===== src/rtl/decode_stage_param.sv =====
// Decode stage: architectural register file plus the decode->execute pipeline register with write-through bypass.
// Latency: one cycle from decode capture to ex_* outputs; register file reads are combinational.
// Backpressure: de_ready drops while execute holds a stalled instruction or a flush is requested; held operands track writeback.
// Optional build macro DECODE_STALL_CNT_EN adds a saturating stall_cnt output that counts decode stall cycles.
module decode_stage_param #(
  parameter  int XLEN   = 32,
  parameter  int NREGS  = 32,
  parameter  int CTRL_W = 18,
  localparam int REG_AW = $clog2(NREGS)
) (
  input  logic              clk,
  input  logic              rst_n,
  // decode side
  input  logic              de_valid,
  output logic              de_ready,
  input  logic [31:0]       de_instr,
  input  logic [XLEN-1:0]   de_pc,
  input  logic [XLEN-1:0]   de_pc_plus4,
  input  logic [CTRL_W-1:0] de_ctrl,
  input  logic [XLEN-1:0]   de_imm,
  output logic [REG_AW-1:0] de_rs1,
  output logic [REG_AW-1:0] de_rs2,
  // writeback port
  input  logic              wb_reg_write,
  input  logic [REG_AW-1:0] wb_rd,
  input  logic [XLEN-1:0]   wb_result,
  // execute side
  input  logic              ex_clear,
  input  logic              ex_ready,
  output logic              ex_valid,
  output logic [CTRL_W-1:0] ex_ctrl,
  output logic [XLEN-1:0]   ex_pc,
  output logic [XLEN-1:0]   ex_pc_plus_4,
  output logic [XLEN-1:0]   ex_imm_ext,
  output logic [XLEN-1:0]   ex_rd1,
  output logic [XLEN-1:0]   ex_rd2,
  output logic [REG_AW-1:0] ex_rd,
  output logic [REG_AW-1:0] ex_rs1,
  output logic [REG_AW-1:0] ex_rs2
`ifdef DECODE_STALL_CNT_EN
  ,
  output logic [31:0]       stall_cnt
`endif
);

  // Everything that travels from decode to execute as one registered slot.
  typedef struct packed {
    logic [CTRL_W-1:0] ctrl;
    logic [XLEN-1:0]   pc;
    logic [XLEN-1:0]   pc_plus_4;
    logic [XLEN-1:0]   imm;
    logic [XLEN-1:0]   rd1;
    logic [XLEN-1:0]   rd2;
    logic [REG_AW-1:0] rd;
    logic [REG_AW-1:0] rs1;
    logic [REG_AW-1:0] rs2;
  } ex_slot_t;

  logic [XLEN-1:0]   regs [NREGS];
  logic [REG_AW-1:0] rs1_idx;
  logic [REG_AW-1:0] rs2_idx;
  logic [REG_AW-1:0] rd_idx;
  logic [XLEN-1:0]   rd1_val;
  logic [XLEN-1:0]   rd2_val;
  logic              wb_live;
  logic              capture;
  logic              ex_vld_q;
  ex_slot_t          ex_q;
  ex_slot_t          cap_slot;
  logic              instr_unused;

  // Only the low REG_AW bits of each 5-bit register field are meaningful.
  assign rs1_idx = de_instr[11 +: REG_AW];
  assign rs2_idx = de_instr[16 +: REG_AW];
  assign rd_idx  = de_instr[6 +: REG_AW];
  assign instr_unused = ^de_instr;

  assign de_rs1 = rs1_idx;
  assign de_rs2 = rs2_idx;

  // Writes to x0 are architecturally dead, so they never bypass either.
  assign wb_live  = wb_reg_write && (wb_rd != '0);
  assign de_ready = (!ex_vld_q || ex_ready) && !ex_clear;
  assign capture  = de_valid && de_ready;

  // Operand reads: x0 is hard zero, a same-cycle writeback wins over stale array content.
  always_comb begin
    rd1_val = '0;
    rd2_val = '0;
    if (rs1_idx != '0) begin
      rd1_val = (wb_live && (wb_rd == rs1_idx)) ? wb_result : regs[rs1_idx];
    end
    if (rs2_idx != '0) begin
      rd2_val = (wb_live && (wb_rd == rs2_idx)) ? wb_result : regs[rs2_idx];
    end
  end

  // Assemble the slot that a capture would load.
  always_comb begin
    cap_slot           = '0;
    cap_slot.ctrl      = de_ctrl;
    cap_slot.pc        = de_pc;
    cap_slot.pc_plus_4 = de_pc_plus4;
    cap_slot.imm       = de_imm;
    cap_slot.rd1       = rd1_val;
    cap_slot.rd2       = rd2_val;
    cap_slot.rd        = rd_idx;
    cap_slot.rs1       = rs1_idx;
    cap_slot.rs2       = rs2_idx;
  end

  // Register file: single write port, cleared by reset, x0 never written.
  always_ff @(posedge clk) begin
    if (!rst_n) begin
      for (int i = 0; i < NREGS; i++) begin
        regs[i] <= '0;
      end
    end else if (wb_live) begin
      regs[wb_rd] <= wb_result;
    end
  end

  // Pipeline register: flush beats capture beats hold/refresh beats drain.
  always_ff @(posedge clk) begin
    if (!rst_n) begin
      ex_vld_q <= 1'b0;
      ex_q     <= '0;
    end else if (ex_clear) begin
      ex_vld_q <= 1'b0;
      ex_q     <= '0;
    end else if (capture) begin
      ex_vld_q <= 1'b1;
      ex_q     <= cap_slot;
    end else if (ex_vld_q && !ex_ready) begin
      // Stalled slot keeps its fields but picks up results retiring meanwhile.
      if (wb_live && (wb_rd == ex_q.rs1)) begin
        ex_q.rd1 <= wb_result;
      end
      if (wb_live && (wb_rd == ex_q.rs2)) begin
        ex_q.rd2 <= wb_result;
      end
    end else if (ex_vld_q) begin
      // Consumed with nothing behind it: leave a bubble with a zero control word.
      ex_vld_q <= 1'b0;
      ex_q.ctrl <= '0;
    end
  end

  assign ex_valid     = ex_vld_q;
  assign ex_ctrl      = ex_q.ctrl;
  assign ex_pc        = ex_q.pc;
  assign ex_pc_plus_4 = ex_q.pc_plus_4;
  assign ex_imm_ext   = ex_q.imm;
  assign ex_rd1       = ex_q.rd1;
  assign ex_rd2       = ex_q.rd2;
  assign ex_rd        = ex_q.rd;
  assign ex_rs1       = ex_q.rs1;
  assign ex_rs2       = ex_q.rs2;

`ifdef DECODE_STALL_CNT_EN
  // Count cycles where decode offers an instruction that is refused; sticks at all-ones.
  always_ff @(posedge clk) begin
    if (!rst_n) begin
      stall_cnt <= '0;
    end else if (de_valid && !de_ready && (stall_cnt != 32'hFFFF_FFFF)) begin
      stall_cnt <= stall_cnt + 32'd1;
    end
  end
`endif

endmodule


===== config.mk =====
export PLATFORM = sky130hd
export DESIGN_NAME = decode_stage_param
export DESIGN_NICKNAME = d
export VERILOG_FILES = /design/src/rtl/decode_stage_param.sv
export SDC_FILE = /design/constraint.sdc
export NUM_CORES = 2
export LEC_CHECK = 0
export BUFFER_PORTS_ARGS = -buffer_cell sky130_fd_sc_hd__buf_2
export CAP_MARGIN = 30
export CORE_ASPECT_RATIO = 0.75
export CORE_MARGIN = 2
export CORE_UTILIZATION = 35
export CTS_CLUSTER_DIAMETER = 40
export DETAILED_ROUTE_END_ITERATION = 6
export PLACE_DENSITY = 0.54
export SYNTH_ARGS = -nofsm -noshare
export SYNTH_HDL_FRONTEND = slang
export SYNTH_SLANG_ARGS = --single-unit

===== constraint.sdc =====
create_clock -name clk -period 4.4 [get_ports clk]
set_input_delay 0.88 -clock clk [delete_from_list [all_inputs] [get_ports clk]]
set_output_delay 0.88 -clock clk [all_outputs]
set_load 0.01 [all_outputs]

==> impl_metrics.json <==
{
  "ctsHoldBuffers": 0,
  "synth_cells": 4273,
  "rr_startpoint": "ex_valid",
  "final_layout_size_suffix_gt1_share_pct": 30.1,
  "postCtsSetupBuffers": 0,
  "path_max_fanout": 21,
  "instances_no_fill": 7004,
  "core_sq_um": 173000,
  "placed_cell_area_sq_um": 66600,
  "ys_ff_latch": 1218,
  "period_needed_ps": 2950,
  "hold_violations": 0,
  "fp.dieW_microns": 486,
  "p_clk_share_pct": 46.4,
  "status": "completed",
  "synthesis.area_sq_um": 61100,
  "end_kind": "register",
  "fin_area_sq_um": 72500,
  "static-leakage-power_nw": 25.9,
  "sw_frac_of_total_pct": 25.3,
  "p_per_area_nw_per_um2": 423,
  "required_ps": 5110,
  "cts_root_buf": "clkbuf_16",
  "drt_first_pass_iters": 5,
  "htree_levels": 4,
  "synth.area.top_cells": "edfxtp_1 50%, mux4_2 19%, and2_1 10%",
  "clock.fmax_mhz": 339,
  "clk_latency_ps": 810,
  "synth.distinct_cells": 47,
  "critPathCapture": "ex_rd1[4]",
  "worst_ir_drop_vdd_v": 0.000307,
  "cts_buffers": 173,
  "async_flop_share_pct": 0,
  "hpwlAfterDp_microns": 139000,
  "cts_sinks": 1218,
  "dp_cells": 6664,
  "avgSynthCellArea_sq_um": 14.3,
  "cts_tree": "built",
  "cap_violations": 0,
  "ff2ff_path_depth": 7,
  "post_cts_resized": 0,
  "first_iter_violations": 5304,
  "setup_viol": 0,
  "antenna_found_initial": 25,
  "reg2reg_to": "ex_rd1[4]",
  "vias_per_cell": 5.77,
  "ff2ff_setup_slack_ps": 1450,
  "grt_setup_unrepaired": "false",
  "initial_utilization_pct": 35.3,
  "yosys.area.top_type": "edfxtp_1",
  "slew_viol_final": 0,
  "die_h_microns": 366,
  "period_share_pct": 67.1,
  "gr-total-overflow": 0,
  "clkTransAtPathRegs_ps": 60,
  "drc": 0,
  "dieArea_sq_um": 178000,
  "gr-usage-all-layers_pct": 24.5,
  "comb_power_share_pct": 9.9,
  "io_buffers": 376,
  "p_int_mw": 22.9,
  "skew_ps": 49.1,
  "netlist.area_leader.share_pct": 50.3,
  "rows": 132,
  "yosysMostFrequentCell": "edfxtp_1",
  "first_global_vias": 40000,
  "cts_buffer_depth": 3,
  "syn_to_final_growth_pct": 18.7,
  "synthFlopType": "edfxtp_1",
  "grt_start_max_net_pins": 123,
  "switching_power_mw": 7.76,
  "slew_headroom_pct": 27.7,
  "ios": 394,
  "vias": 40400,
  "wire_per_inst_microns": 31.7,
  "nets": 4750,
  "yosysSeqAreaShare_pct": 56.7,
  "worstMarginPinSlew_ps": 1080,
  "synth_commonest_cells": "1024 x edfxtp_1, 995 x and2_1, 512 x mux4_2",
  "p_seq_share_pct": 43.7,
  "ant_nets": 0,
  "critPathArrivalTime_ps": 3660,
  "startpoint_type": "register",
  "grt_pass1_wl_microns": 309000,
  "crit_path_start": "ex_valid",
  "synth_edf_count": 1024,
  "place.gp.congestion": 0.918,
  "path_class": "reg -> reg",
  "hold_path_class": "in -> reg",
  "yosys_warnings": 0,
  "wl_microns": 222000
}
-- worst max-delay path, cell delays in order (launching register included) --
cell	delay (ps)
dfxtp_1	340
nand2b_1	210
nand4_1	380
a211oi_4	880
buf_4	520
a22oi_1	220
buf_4	230
o221ai_1	60
-- layout by cell type, fill, tap and decap left out, types with 8 or more instances in the layout --
cell        synthesis  routed
a21oi_1           111     111
a22o_1            128     128
a22oi_1           210     210
and2_1            995     993
buf_12              0      57
buf_2              64     371
buf_4              26     113
bufinv_16           0      16
clkbuf_1          327      29
clkbuf_16           0     179
clkinv_1            0      22
clkinv_2            0      16
clkinv_4            0       8
clkinvlp_4          0      15
conb_1              1      32
dfxtp_1           194     194
diode_2             0      17
edfxtp_1         1024    1024
inv_6               0      20
mux2i_1            64      64
mux4_2            512     512
nand2_1           290     288
nor2_1            119      86
nor2_4              0      33
o21ai_4             0      31
o221ai_1           64      64
xor2_1             15      15
-- registers in the layout, indices dropped and copies added (netlist names), 18 cells and up --
signal and flops:
ex_pc_plus_4 32, ex_imm_ext 32, ex_pc 32, regs 1024, ex_rd1 32, ex_ctrl 18, ex_rd2 32
-- area by class of cell --
class,count,area [sq um]
fill,15600,101000
sequential,1218,34600
multi-input combinational,2619,25200
clock buffer,213,4660
timing repair buffer,545,3910
tap,2278,2850
clock inverter,110,1190
antenna,17,42.5
inverter,4,15.0
-- kinds of logic after synthesis --
family	Yosys count	synth area share [%]
compound gates	551	6.65
xor+xnor	20	0.299
buf+inv	467	3.33
flops	1218	56.7
mux	576	19.9
other cells	1	0.00614
simple gates	1440	13.1
-- worst min path at each step --
stage                        startpoint             end  slack, ps  cells after the start
after floorplan           ex_imm_ext[0]   ex_imm_ext[0]        480                      2
after global placement         ex_pc[4]        ex_pc[4]        440                      2
after detailed placement      ex_pc[13]       ex_pc[13]        440                      2
after CTS                     de_imm[5]   ex_imm_ext[5]        250                      3
after global routing         de_imm[16]  ex_imm_ext[16]        280                      3
final                        de_imm[26]  ex_imm_ext[26]        310                      3
-- metal layers --
metal	vias to the layer above	part of all wire, %	global-route usage [%]
li1	16900	-	-
met4	2	3.0	8.16
met2	2142	44	35.4
met5	-	0.0059	0
met3	340	11	6.87
met1	21100	42	35.3
-- power groups by stage --
stage / combinational [mW] / clock (mW) / sequential (mW)
after floorplan: 1.82 / 0 / 13.6
final: 3.05 / 14.2 / 13.4
after CTS: 3.03 / 14.4 / 13.4
after global routing: 3.18 / 14.9 / 13.4
after global placement: 3.01 / 0 / 13.6
after detailed placement: 3.02 / 0 / 13.6
-- per-stage QoR --
| stage | hold WS, ps | TNS, ps | total power, mW | util, % | worst slack, ps |
|---|---|---|---|---|---|
| 6_report | 311 | 0 | 30.7 | 41.9 | 1450 |
| 5_1_grt | 283 | 0 | 31.5 | 41.9 | 1430 |
| 4_1_cts | 246 | 0 | 30.8 | 41.9 | 1570 |
| 3_5_place_dp | 444 | 0 | 16.6 | 38.5 | 890 |
| 3_3_place_gp | 439 | 0 | 16.6 | 38.4 | 881 |
| 2_1_floorplan | 481 | -5950 | 15.4 | - | -52.5 |
No activity file was read; power rests on OpenSTA's default activity.
